===== src/rtl/seq_detect_frame_ctrl.sv =====
// Frame controller for a serial "1101" detector: takes words over valid/ready, feeds them MSB-first
// through det_en/det_in, and tallies detector hits (saturating count, last hit bit index) per frame.
module seq_detect_frame_ctrl #(
    parameter int DATA_W = 8,
    parameter int LEN_W  = 8,
    parameter int CNT_W  = 8,
    localparam int POS_W = LEN_W + $clog2(DATA_W)
) (
    input  logic              clk,
    input  logic              rst_n,
    input  logic              start,
    input  logic              abort,
    input  logic [LEN_W-1:0]  frame_len,
    input  logic              s_valid,
    input  logic [DATA_W-1:0] s_data,
    output logic              s_ready,
    output logic              det_clr,
    output logic              det_en,
    output logic              det_in,
    input  logic              det_hit,
    output logic              busy,
    output logic              done,
    output logic [CNT_W-1:0]  hit_cnt,
    output logic              sat,
    output logic [POS_W-1:0]  last_hit_pos
);

    localparam int BL_W = (DATA_W > 1) ? $clog2(DATA_W) : 1;
    localparam logic [BL_W-1:0]  BITS_LAST = BL_W'(DATA_W - 1);
    localparam logic [CNT_W-1:0] CNT_MAX   = {CNT_W{1'b1}};

    typedef enum logic [2:0] {
        ST_IDLE  = 3'd0,
        ST_CLR   = 3'd1,
        ST_LOAD  = 3'd2,
        ST_SHIFT = 3'd3,
        ST_DONE  = 3'd4
    } state_t;

    state_t            state_r;
    logic [BL_W-1:0]   bits_left_r;
    logic [LEN_W-1:0]  words_left_r;
    logic [DATA_W-1:0] shreg_r;
    logic [POS_W-1:0]  bit_idx_r;
    logic              hit_s;
    logic [LEN_W-1:0]  words_dec_s;

    assign det_in      = shreg_r[DATA_W-1];
    assign hit_s       = det_en & det_hit;
    assign words_dec_s = words_left_r - LEN_W'(1);

    // Frame FSM; every output except det_in is a flop updated together with the state.
    always_ff @(posedge clk or negedge rst_n) begin
        if (!rst_n) begin
            state_r      <= ST_IDLE;
            bits_left_r  <= '0;
            words_left_r <= '0;
            shreg_r      <= '0;
            bit_idx_r    <= '0;
            s_ready      <= 1'b0;
            det_clr      <= 1'b0;
            det_en       <= 1'b0;
            busy         <= 1'b0;
            done         <= 1'b0;
            hit_cnt      <= '0;
            sat          <= 1'b0;
            last_hit_pos <= '0;
        end else begin
            det_clr <= 1'b0;
            done    <= 1'b0;
            if (abort && (state_r != ST_IDLE)) begin
                // Drop the frame but leave the results of the bits already seen in place.
                state_r <= ST_IDLE;
                det_clr <= 1'b1;
                det_en  <= 1'b0;
                s_ready <= 1'b0;
                busy    <= 1'b0;
                shreg_r <= '0;
            end else begin
                case (state_r)
                    ST_IDLE: begin
                        if (start) begin
                            words_left_r <= frame_len;
                            hit_cnt      <= '0;
                            sat          <= 1'b0;
                            last_hit_pos <= '0;
                            bit_idx_r    <= '0;
                            busy         <= 1'b1;
                            if (frame_len == '0) begin
                                state_r <= ST_DONE;
                                done    <= 1'b1;
                            end else begin
                                state_r <= ST_CLR;
                                det_clr <= 1'b1;
                            end
                        end
                    end
                    ST_CLR: begin
                        state_r <= ST_LOAD;
                        s_ready <= 1'b1;
                    end
                    ST_LOAD: begin
                        if (s_valid) begin
                            shreg_r      <= s_data;
                            bits_left_r  <= BITS_LAST;
                            words_left_r <= words_dec_s;
                            state_r      <= ST_SHIFT;
                            det_en       <= 1'b1;
                            s_ready      <= (BITS_LAST == '0) && (words_dec_s != '0);
                        end
                    end
                    ST_SHIFT: begin
                        shreg_r   <= shreg_r << 1;
                        bit_idx_r <= bit_idx_r + POS_W'(1);
                        if (hit_s) begin
                            if (hit_cnt == CNT_MAX) begin
                                sat <= 1'b1;
                            end else begin
                                hit_cnt <= hit_cnt + CNT_W'(1);
                            end
                            last_hit_pos <= bit_idx_r;
                        end
                        if (bits_left_r != '0) begin
                            bits_left_r <= bits_left_r - BL_W'(1);
                            // Open the input one cycle early so the next word lands without a bubble.
                            s_ready     <= (bits_left_r == BL_W'(1)) && (words_left_r != '0);
                        end else if (words_left_r != '0) begin
                            if (s_valid) begin
                                shreg_r      <= s_data;
                                bits_left_r  <= BITS_LAST;
                                words_left_r <= words_dec_s;
                                s_ready      <= (BITS_LAST == '0) && (words_dec_s != '0);
                            end else begin
                                state_r <= ST_LOAD;
                                det_en  <= 1'b0;
                                s_ready <= 1'b1;
                            end
                        end else begin
                            state_r <= ST_DONE;
                            det_en  <= 1'b0;
                            s_ready <= 1'b0;
                            done    <= 1'b1;
                        end
                    end
                    ST_DONE: begin
                        state_r <= ST_IDLE;
                        busy    <= 1'b0;
                    end
                    default: begin
                        state_r <= ST_IDLE;
                        det_en  <= 1'b0;
                        s_ready <= 1'b0;
                        busy    <= 1'b0;
                    end
                endcase
            end
        end
    end

endmodule

===== config.mk =====
export PLATFORM = sky130hd
export DESIGN_NAME = seq_detect_frame_ctrl
export DESIGN_NICKNAME = d
export VERILOG_FILES = /design/src/rtl/seq_detect_frame_ctrl.sv
export SDC_FILE = /design/constraint.sdc
export NUM_CORES = 1
export LEC_CHECK = 0
export CORE_MARGIN = 5
export CORE_UTILIZATION = 59
export DETAILED_ROUTE_END_ITERATION = 8
export PLACE_DENSITY = 0.86
export REMOVE_ABC_BUFFERS = 1
export SYNTH_ARGS = -nofsm -noshare
export SYNTH_HDL_FRONTEND = slang
export SYNTH_SLANG_ARGS = --single-unit

===== constraint.sdc =====
create_clock -name clk -period 5.4 [get_ports clk]
set_input_delay 1.62 -clock clk [delete_from_list [all_inputs] [get_ports clk]]
set_output_delay 1.62 -clock clk [all_outputs]
set_load 0.05 [all_outputs]

* Word-level counts from Yosys, hierarchy flattened
Index checks and enable logic that the tools add are counted.
** Cells by class
- Add/sub/neg operators :: 4
- Equal/unequal tests :: 20
- Mux-type cells :: 60
- Bitwise logic cells :: 2
- Reduce and logical (&&, ||, !) cells :: 25
** Operators by type and width (number)
- 2-to-1 mux 8 bit :: 12
- case mux 11 bit (2 select lines) :: 2
- case mux 8 bit (2 select lines) :: 2
- 2-to-1 mux 3 bit :: 10
- 2-to-1 mux 1 bit :: 24
- case mux 8 bit (3 select lines) :: 1
- 2-to-1 mux 11 bit :: 2
- AND reduction 5 bit :: 3
- inequality test 2 bit (second input constant) :: 6
- inequality test 3 bit (second input constant) :: 4
- case mux 3 bit (4 select lines) :: 1
- AND reduction 4 bit :: 3
- nonzero test 3 bit :: 4
- adder 11 x 1 -> 11 bit (second input constant) :: 1
- adder 8 x 1 -> 8 bit (second input constant) :: 1
- == test 8 bit (second input constant) :: 1
- zero test 8 bit :: 1
- nonzero test 8 bit :: 1
- subtractor 8 x 1 -> 8 bit (second input constant) :: 1
- == test 3 x 1 -> 1 bit (second input constant) :: 2
- == test 3 x 2 -> 1 bit (second input constant) :: 2
- inequality test 2 x 1 -> 1 bit (second input constant) :: 3
- case mux 1 bit (2 select lines) :: 3
- case mux 3 bit (2 select lines) :: 1
- 14 further kinds :: 20
** Storage, ports and cells
- Flip-flop bits (word level) :: 58
- Logic and storage cells :: 124

* Longest topological paths before layout
Gate-level depths: netlist of the first run.
- Word-level depth :: 5
- Depth in mapped cells :: 7
- Mapped depth without buffers :: 6

* Worst setup path after synthesis of the first run
No wires, ideal clock.
- Path type :: input to register
- From :: input start
- To :: register hit_cnt[6]
- Library setup time :: 0.079 ns
- Arrival :: 3.024 ns
- Data required time :: 5.321 ns
- Setup slack :: 2.296 ns
- Cell stages on the path :: 5
- Buffers on the path :: 1
- Cell sequence :: or3b_4 > a221o_1 > buf_2 > nor4_2 > mux2i_1
** On the way
- Word-level cells in the longest chain between the ends :: 2
** RTL lines
- start: declaration :: line 11 : input logic start,
- inequality test 2 bit (no source line)
- AND reduction 5 bit (no source line)
- end signal: assignment :: line 119 : hit_cnt <= hit_cnt + CNT_W'(1);
- end: declaration :: line 23 : output logic [CNT_W-1:0] hit_cnt,
Every way passes these cells.
A chain may end at the register's enable or synchronous reset.

* Final worst setup path of the first run
- From :: input start
- To :: register hit_cnt[4]
The elaborated chain is that of the path after synthesis.

==> results of run 1 <==
-- how the worst max path moves through the flow --
| stage | depth (start not counted) | slack [ns] | start | end |
|---|---|---|---|---|
| 6_report | 5 | 1.56 | start | hit_cnt[4] |
| 5_1_grt | 5 | 1.46 | abort | hit_cnt[4] |
| 4_1_cts | 5 | 1.59 | start | hit_cnt[4] |
| 3_5_place_dp | 5 | 1.25 | start | hit_cnt[4] |
| 3_3_place_gp | 5 | 1.30 | start | hit_cnt[5] |
| 2_1_floorplan | 4 | 2.09 | start | hit_cnt[4] |
-- where the power goes --
part	total, mW	internal, mW	switching, mW
Sequential	0.646	0.528	0.118
Combinational	0.731	0.276	0.455
Clock	0.434	0.267	0.168
-- cells in the mapped netlist, types with 4 or more instances --
cell / number
dfrtp_1: 58
or3_1: 4
o21ai_0: 12
or4_1: 6
and3_1: 10
o2bb2ai_1: 5
inv_1: 11
clkbuf_1: 18
nand2_1: 47
a31oi_1: 4
o31ai_1: 9
nor4_1: 12
nor2_1: 16
ha_1: 6
mux2i_1: 4
nand3_1: 28
a221o_1: 8
nand2b_1: 6
nor3_1: 6
a21oi_1: 28
-- cells by family (layout without fill, tap and decap cells) --
family	count (synthesis)	after routing	share of synthesized area (%)
buffers and inverters	32	76	3.76
multiplexers	4	4	1.21
adder cells (fa/ha/maj)	6	6	2.28
AO/OA/AOI/OAI	99	99	21.1
flip-flops	58	58	44.0
AND/OR/NAND/NOR	163	163	26.8
XOR/XNOR	3	3	0.797
-- metrics by stage --
stage / utilization, % / setup slack [ns]
floorplan: - / 2.09
global placement: 69.4 / 1.30
detailed placement: 69.4 / 1.25
CTS: 73.2 / 1.59
global route: 73.2 / 1.46
finish: 73.2 / 1.56
-- registers in the layout, summed over array words and instances (netlist names), 3 cells and up --
signal,count
shreg_r,8
hit_cnt,8
bits_left_r,3
words_left_r,8
state_r,3
last_hit_pos,11
bit_idx_r,11
-- layer usage --
metal | vias to the layer above | GRT usage [%]
li1 | 1470 | -
met4 | 0 | 8.49
met5 | - | 0
met2 | 132 | 36.0
met1 | 1502 | 32.6
met3 | 14 | 5.89
-- cell type report --
cell class / instances / share of cell area (%)
clock buffers: 11 / 3.53
clock inverters: 3 / 1.62
inverters: 11 / 1.03
multi-input cells: 275 / 43.0
flip-flops and latches: 58 / 36.2
well taps: 72 / 2.25
repair buffers: 51 / 12.4
-- worst reg2reg max path, delay by kind of cell, from the launching register on --
kind             cells  cell delay [ns]
flip-flops           1             0.76
AND/OR/NAND/NOR      2             1.08
AO/OA/AOI/OAI        2             0.85
==> results.toml, run 1 <==
[synth]
synth_enable_flop_cells = 0
syn_inst = 365
yosysWarnings = 0
synth-main-ff-cell = "dfrtp_1"
ys_async_sr_fraction_pct = 100
postSynthRegisterBits = 58
synthesis.area_per_instance_sq_um = 9.03
yosys.area.top_type_share_pct = 44.0
ys_top_cells_by_area = "dfrtp_1 (44%), nand2_1 (5.4%), a21oi_1 (4.3%)"
yosys.area.top_type = "dfrtp_1"
yosysSeqAreaShare_pct = 44.0
syn_std_cell_area_sq_mm = 0.00330
yosys.cell_types.count = 59

[global_route]
maximum_number_of_pins_on_one_net_before_global_route_repair = 59
grt_pass1_wl_microns = 13700
track_usage_pct = 23.6
first_global_vias = 2822
antenna_violations_before_repair = 0
grt_overflow_total = 0

[worst_setup_path]
timing.critical_path.slowest_stage_cell = "a221o_1"
critical_path.reg2reg.startpoint = "state_r[2]"
cp-end-kind = "register"
critPathKind = "in -> reg"
crit_path_cell_trace = "clkdlybuf4s50_1 > or3b_4 > a221o_1 > or4_1 > a21oi_1"
timing.critical_path.max_delay_family = "simple AND/OR/NAND/NOR gates"
setup.worst_path.start_class = "input port"
number_of_buffer_and_inverter_stages_on_the_critical_path = 1
timing.critical_path.required_ns = 5.65
timing.reg2reg.worst_path_depth = 4
worst-path-max-fanout = 22
critical_path.max_stage_delay_ns = 0.63
rr_endpoint = "hit_cnt[4]"
regToRegSetupSlack_ns = 2.63
worst_ep_arrival_time_ns = 4.09

[cts]
cts_tree = "done"
clockRootBuffer = "clkbuf_8"
cts_buffers = 9
clk_pin_slew_ns = 0.07
insertion_delay_of_the_later_clocked_pin_in_the_worst_skew_pair_ns = 0.34
postCtsSetupBuffers = 0
cts-htree-levels = 3
postCtsResizedCells = 0
ctsHoldBuffers = 0
max-clock-path-buffers = 2
clock-sinks = 58

[routing]
routed_via_density = 6.48
remaining_drc_errors = 0
ant_nets = 0
route.top_layer_used = "met4"
route.vias.total = 3118
wirelength_met1_microns = 3600
first_pass_iters = 5
met3RoutedLength_microns = 572
drt_wl_cell_microns = 17.0
totalWireLength_microns = 8200
first_iter_violations = 275
met2_length_microns = 3880

[floorplanning]
die_h_microns = 84.7
initial_core_util_pct = 60.2
core.rowCount = 27
ioPinCount = 48
die_area_sq_mm = 0.00718
fp.dieW_microns = 84.7
core_area_sq_mm = 0.00547

[min_path]
hp-class = "reg -> reg"
worstHoldStart = "last_hit_pos[6]"
worstHoldEndpoint = "last_hit_pos[6]"
holdPathStages = 2

[layout]
post_route_cells_drive_above_1_share_pct = 6.85
multiInputGateArea_sq_mm = 0.00172
fill_cells = 438
finish.cell_count_without_fillers = 481
regArea_sq_mm = 0.00145
area_growth_syn_to_layout_pct = 21.5
final_area_sq_mm = 0.00401
num_antenna_cells = 0
commonest_non_fill_non_tap_cell_in_the_layout = "dfrtp_1"
final_cell_mix = "dfrtp_1 (58), nand2_1 (47), clkdlybuf4s50_1 (46)"
layout.nets = 434

[flow_run]
cap_viol_max_count = 0

[power_and_ir_drop]
cellLeakagePower_nw = 1.72
worst_ir_drop_vdd_mv = 0.327
power-per-cell-area_mw_per_mm2 = 452
report.power.total_mw = 1.81

[placed_design]
post_dp_cell_area_sq_mm = 0.00380
number_of_placed_instances_taps_included = 467
io_buffers = 47
hpwl_microns = 5730
gp_routability_congestion = 0.851

[timing]
setup_viol = 0
unrepaired_setup_endpoints_after_global_routing = "false"
maxSlewViolCount = 0
slew_headroom_pct = 27.4
final.setup.tns_ns = 0
report.final.hold_viol_count = 0
period_minus_slack_ns = 3.84
worst-slew-pin-transition_ns = 1.09
final_worst_hold_slack_ns = 0.466
max_clock_freq_mhz = 260
share_of_the_cycle_needed_by_the_critical_path_after_routing_pct = 71.1
finClkSkew_ns = 0.00562

[status]
status = "finished clean"
Power figures use the tool's default switching activity.
==> inputs of run 2 (changes only) <==
--- a/config.mk
+++ b/config.mk
@@ -6,9 +6,9 @@
 export NUM_CORES = 1
 export LEC_CHECK = 0
 export CORE_MARGIN = 5
-export CORE_UTILIZATION = 59
+export CORE_UTILIZATION = 55
 export DETAILED_ROUTE_END_ITERATION = 8
-export PLACE_DENSITY = 0.86
+export PLACE_DENSITY = 0.81
 export REMOVE_ABC_BUFFERS = 1
 export SYNTH_ARGS = -nofsm -noshare
 export SYNTH_HDL_FRONTEND = slang
==> constraint.sdc (replaced) <==
create_clock -name clk -period 3.8 [get_ports clk]
set_input_delay 1.14 -clock clk [delete_from_list [all_inputs] [get_ports clk]]
set_output_delay 1.14 -clock clk [all_outputs]
set_load 0.05 [all_outputs]
==> run 2 against run 1 <==
Cell count up 2.7%. Combinational power up 46%. Critical path depth unchanged. Register-to-register slack worse by 1.4 ns. Critical path type unchanged. First-iteration DRC count down 15%. Highest routed layer unchanged. Wire length up 2.9%. Hold slack worse by 0.0012 ns. Via count down 1.6%.
==> results.toml, run 2 (same netlist as run 1, synthesis figures left out) <==
[timing]
worst-slew-pin-transition_ns = 0.964
finClkSkew_ns = 0.00669
report.final.hold_viol_count = 0
share_of_the_cycle_needed_by_the_critical_path_after_routing_pct = 78.6
setup_viol = 0
period_minus_slack_ns = 2.99
slew_headroom_pct = 35.1
maxSlewViolCount = 0
unrepaired_setup_endpoints_after_global_routing = "false"
final.setup.tns_ns = 0
max_clock_freq_mhz = 335

[routing]
ant_nets = 0
first_pass_iters = 4
routed_via_density = 6.21
route.vias.total = 3068
first_iter_violations = 234
totalWireLength_microns = 8430
drt_wl_cell_microns = 17.1
remaining_drc_errors = 0

[power_and_ir_drop]
netSwitchingPower_mw = 1.09
worst_ir_drop_vdd_mv = 0.419
clockPowerShare_pct = 25.7
power.internal_mw = 1.60
power.share.switching_pct = 40.5
cellLeakagePower_nw = 1.77
report.power.total_mw = 2.68
pwr-share-comb_pct = 40.0
power-per-cell-area_mw_per_mm2 = 655
share_seq_of_total_power_pct = 34.4

[layout]
post_route_cells_drive_above_1_share_pct = 9.07
num_antenna_cells = 0
final_cell_mix = "dfrtp_1 (58), nand2_1 (47), clkdlybuf4s50_1 (46)"
area_growth_syn_to_layout_pct = 24.3
commonest_non_fill_non_tap_cell_in_the_layout = "dfrtp_1"
fill_cells = 484
layout.nets = 442
final_area_sq_mm = 0.00410
reg.largest.list = "bit_idx_r x11, last_hit_pos x11"
finish.cell_count_without_fillers = 494

[cts]
postCtsSetupBuffers = 0
clockRootBuffer = "clkbuf_8"
ctsHoldBuffers = 0
cts-htree-levels = 3
max-clock-path-buffers = 2
clk_pin_slew_ns = 0.07
cts_buffers = 9
clock-sinks = 58
postCtsResizedCells = 0
cts_tree = "done"
insertion_delay_of_the_later_clocked_pin_in_the_worst_skew_pair_ns = 0.34

[worst_setup_path]
timing.critical_path.required_ns = 4.06
crit_path_cell_trace = "clkdlybuf4s50_1 > or3b_4 > a221o_1 > or4_1 > a21oi_1"
timing.critical_path.slowest_stage_cell = "or4_1"
timing.critical_path.max_delay_family = "simple AND/OR/NAND/NOR gates"
cp-end-kind = "register"
critical_path.max_stage_delay_ns = 0.54
number_of_buffer_and_inverter_stages_on_the_critical_path = 1
setup.worst_path.start_class = "input port"
worst_ep_arrival_time_ns = 3.25
timing.reg2reg.worst_path_depth = 4
critPathKind = "in -> reg"
worst-path-stages = 5
worst-path-max-fanout = 10

[global_route]
grt_pass1_wl_microns = 14100
grt_overflow_total = 0
first_global_vias = 2917
maximum_number_of_pins_on_one_net_before_global_route_repair = 35
track_usage_pct = 23.5
antenna_violations_before_repair = 0

[placed_design]
gp_routability_congestion = 0.869
io_buffers = 47
hpwl_microns = 5700
number_of_placed_instances_taps_included = 478
post_dp_cell_area_sq_mm = 0.00386

[floorplanning]
initial_core_util_pct = 56.0
ioPinCount = 48
die_h_microns = 87.4
fp.dieW_microns = 87.4
die_area_sq_mm = 0.00764
core_area_sq_mm = 0.00589
core.rowCount = 28

[min_path]
hp-class = "reg -> reg"
holdPathStages = 2

[status]
status = "finished clean"

[flow_run]
cap_viol_max_count = 0
## run 2: worst reg2reg max path, delay by kind of cell, from the launching register on
kind | cells | cell delay [ns]
DFF | 1 | 0.82
and+or+nand+nor | 4 | 1.62
## run 2: final cells by class
class	instances	area (sq um)	area share (%)
clock inverter	6	105	2.57
sequential	58	1450	35.4
tap	75	93.8	2.29
multi-input combinational	275	1720	42.0
timing repair buffer	59	556	13.6
clock buffer	10	128	3.12
inverter	11	41.3	1.01
## run 2: routing by layer
layer | vias to the layer above | wire length (microns) | GRT usage, % | share of wire, %
met3 | 15 | 450 | 5.20 | 5.3
met5 | - | 0 | 0 | 0
met2 | 96 | 3900 | 34.7 | 46
li1 | 1477 | - | - | -
met4 | 0 | 144 | 9.34 | 1.7
met1 | 1480 | 3930 | 33.5 | 47
## run 2: per-stage QoR
step           setup WS (ns)  hold WS [ns]  util, %
2_1_floorplan          0.966         0.455        -
3_3_place_gp           0.518         0.450     65.6
3_5_place_dp           0.486         0.455     65.6
4_1_cts                0.826         0.470     69.6
5_1_grt                0.758         0.495     69.6
6_report               0.813         0.464     69.6
## run 2: path summary, 6_finish.rpt
check                      slack (ns)             from              end
max in group asynchronous        2.23            rst_n       state_r[2]
min in group asynchronous        0.87            rst_n     bit_idx_r[1]
max reg2reg                      1.24       state_r[1]  words_left_r[0]
max                              0.81            start       hit_cnt[5]
min reg2reg                      0.46  last_hit_pos[4]  last_hit_pos[4]
min                              0.46  last_hit_pos[4]  last_hit_pos[4]
## run 2: power groups by stage
| stage | Clock (mW) | Sequential [mW] | Combinational [mW] |
|---|---|---|---|
| after CTS | 0.692 | 0.915 | 1.07 |
| after global routing | 0.724 | 0.943 | 1.18 |
| final | 0.688 | 0.921 | 1.07 |
| after detailed placement | 0 | 0.922 | 1.05 |
| after global placement | 0 | 0.920 | 1.02 |
| after floorplan | 0 | 0.979 | 0.649 |
==> inputs of run 3 (changes only) <==
--- a/config.mk
+++ b/config.mk
@@ -6,9 +6,9 @@
 export NUM_CORES = 1
 export LEC_CHECK = 0
 export CORE_MARGIN = 5
-export CORE_UTILIZATION = 55
+export CORE_UTILIZATION = 49
 export DETAILED_ROUTE_END_ITERATION = 8
-export PLACE_DENSITY = 0.81
+export PLACE_DENSITY = 0.76
 export REMOVE_ABC_BUFFERS = 1
 export SYNTH_ARGS = -nofsm -noshare
 export SYNTH_HDL_FRONTEND = slang
==> constraint.sdc (replaced) <==
create_clock -name clk -period 2.7 [get_ports clk]
set_input_delay 0.81 -clock clk [delete_from_list [all_inputs] [get_ports clk]]
set_output_delay 0.81 -clock clk [all_outputs]
set_load 0.05 [all_outputs]
==> run 3 against run 2 <==
First-iteration DRC count shrank 17%. Critical endpoint is now hit_cnt[7]. Critical path type unchanged. Utilization shrank 3.7 points. Clock power grew 47%. Cell count grew 4.0%. Largest power group unchanged.
==> results.toml, run 3 (same netlist as run 1, synthesis figures left out) <==
[floorplanning]
die_area_sq_mm = 0.00847
core_area_sq_mm = 0.00646
core.rowCount = 29
ioPinCount = 48
initial_core_util_pct = 51.0
die_h_microns = 92.0
fp.dieW_microns = 92.0

[routing]
drt_wl_cell_microns = 16.2
route.vias.total = 3144
remaining_drc_errors = 0
first_pass_iters = 4
totalWireLength_microns = 8350
ant_nets = 0
first_iter_violations = 195
routed_via_density = 6.12

[power_and_ir_drop]
cellLeakagePower_nw = 1.86
power-per-cell-area_mw_per_mm2 = 925
report.power.total_mw = 3.94
worst_ir_drop_vdd_mv = 0.499

[layout]
post_route_cells_drive_above_1_share_pct = 13.3
final_area_sq_mm = 0.00425
final_cell_mix = "dfrtp_1 (58), nand2_1 (47), clkdlybuf4s50_1 (46)"
commonest_non_fill_non_tap_cell_in_the_layout = "dfrtp_1"
area_growth_syn_to_layout_pct = 29.0
layout.nets = 460
layout.core_utilization_pct = 65.8
num_antenna_cells = 0
reg.largest.list = "bit_idx_r x11, last_hit_pos x11"
fill_cells = 545

[cts]
cts_tree = "done"
insertion_delay_of_the_later_clocked_pin_in_the_worst_skew_pair_ns = 0.34
postCtsResizedCells = 0
clk_pin_slew_ns = 0.08
ctsHoldBuffers = 0
cts-htree-levels = 3
postCtsSetupBuffers = 0
clock-sinks = 58
cts_buffers = 9
clockRootBuffer = "clkbuf_8"
max-clock-path-buffers = 2

[timing]
final_worst_hold_slack_ns = 0.473
share_of_the_cycle_needed_by_the_critical_path_after_routing_pct = 97.0
period_minus_slack_ns = 2.62
maxSlewViolCount = 0
final.setup.tns_ns = 0
setup_viol = 0
report.final.hold_viol_count = 0
slew_headroom_pct = 50.3
finClkSkew_ns = 0.0108
max_clock_freq_mhz = 382
worst-slew-pin-transition_ns = 0.745
unrepaired_setup_endpoints_after_global_routing = "false"

[status]
status = "finished clean"

[worst_setup_path]
critPathKind = "in -> reg"
worst_ep_arrival_time_ns = 2.88
setup.worst_path.start_class = "input port"
cp-end-kind = "register"
timing.critical_path.required_ns = 2.96
worst-path-max-fanout = 14

[placed_design]
post_dp_cell_area_sq_mm = 0.00400
gp_routability_congestion = 0.889
io_buffers = 47
hpwl_microns = 6000

[global_route]
maximum_number_of_pins_on_one_net_before_global_route_repair = 59
antenna_violations_before_repair = 0
grt_pass1_wl_microns = 14200
track_usage_pct = 20.7
first_global_vias = 3092
grt_overflow_total = 0

[flow_run]
cap_viol_max_count = 0

[min_path]
hp-class = "reg -> reg"
run 3: report_power, final:
group	internal [mW]	total [mW]	switching (mW)
logic	0.702	1.70	0.999
registers	1.06	1.23	0.170
clock network	0.621	1.01	0.387
total	2.38	3.94	1.56
run 3: path summary, 6_finish.rpt:
path	startpoint	endpoint	slack, ns	depth (start not counted)
min in group asynchronous	rst_n	done	0.58	2
setup / recovery	start	hit_cnt[7]	0.08	6
max in group asynchronous	rst_n	state_r[1]	1.59	2
hold reg to reg	last_hit_pos[1]	last_hit_pos[1]	0.47	2
hold / removal	last_hit_pos[1]	last_hit_pos[1]	0.47	2
setup reg to reg	state_r[2]	hit_cnt[7]	0.53	5
run 3: critical path, cell delays in order:
cell and delay, ns:
clkdlybuf4s50_1 0.53, or3b_4 0.40, a221o_1 0.42, buf_4 0.23
nor3_1 0.27, mux2i_1 0.21
run 3: layer usage:
metal / routed length (microns) / track usage (%) / share of wire [%] / vias up
met1: 3650 / 27.0 / 44 / 1491
met2: 4050 / 33.8 / 49 / 125
met5: 0 / 0 / 0 / -
li1: - / - / - / 1512
met3: 501 / 4.01 / 6.0 / 16
met4: 142 / 8.54 / 1.7 / 0
run 3: cell type report:
type	instances	area [sq um]	share of cell area [%]
clock inverters	7	125	2.94
repair buffers	77	691	16.2
inverters	11	41.3	0.971
multi-input cells	275	1720	40.5
well taps	77	96.3	2.27
flip-flops and latches	58	1450	34.1
clock buffers	9	124	2.91
run 3: through the flow:
step	setup slack, ns	std cells
2_1_floorplan	0.196	344
3_3_place_gp	-0.210	498
3_5_place_dp	-0.281	498
5_1_grt	0.0153	514
6_report	0.0814	514
4_1_cts	0.0723	514
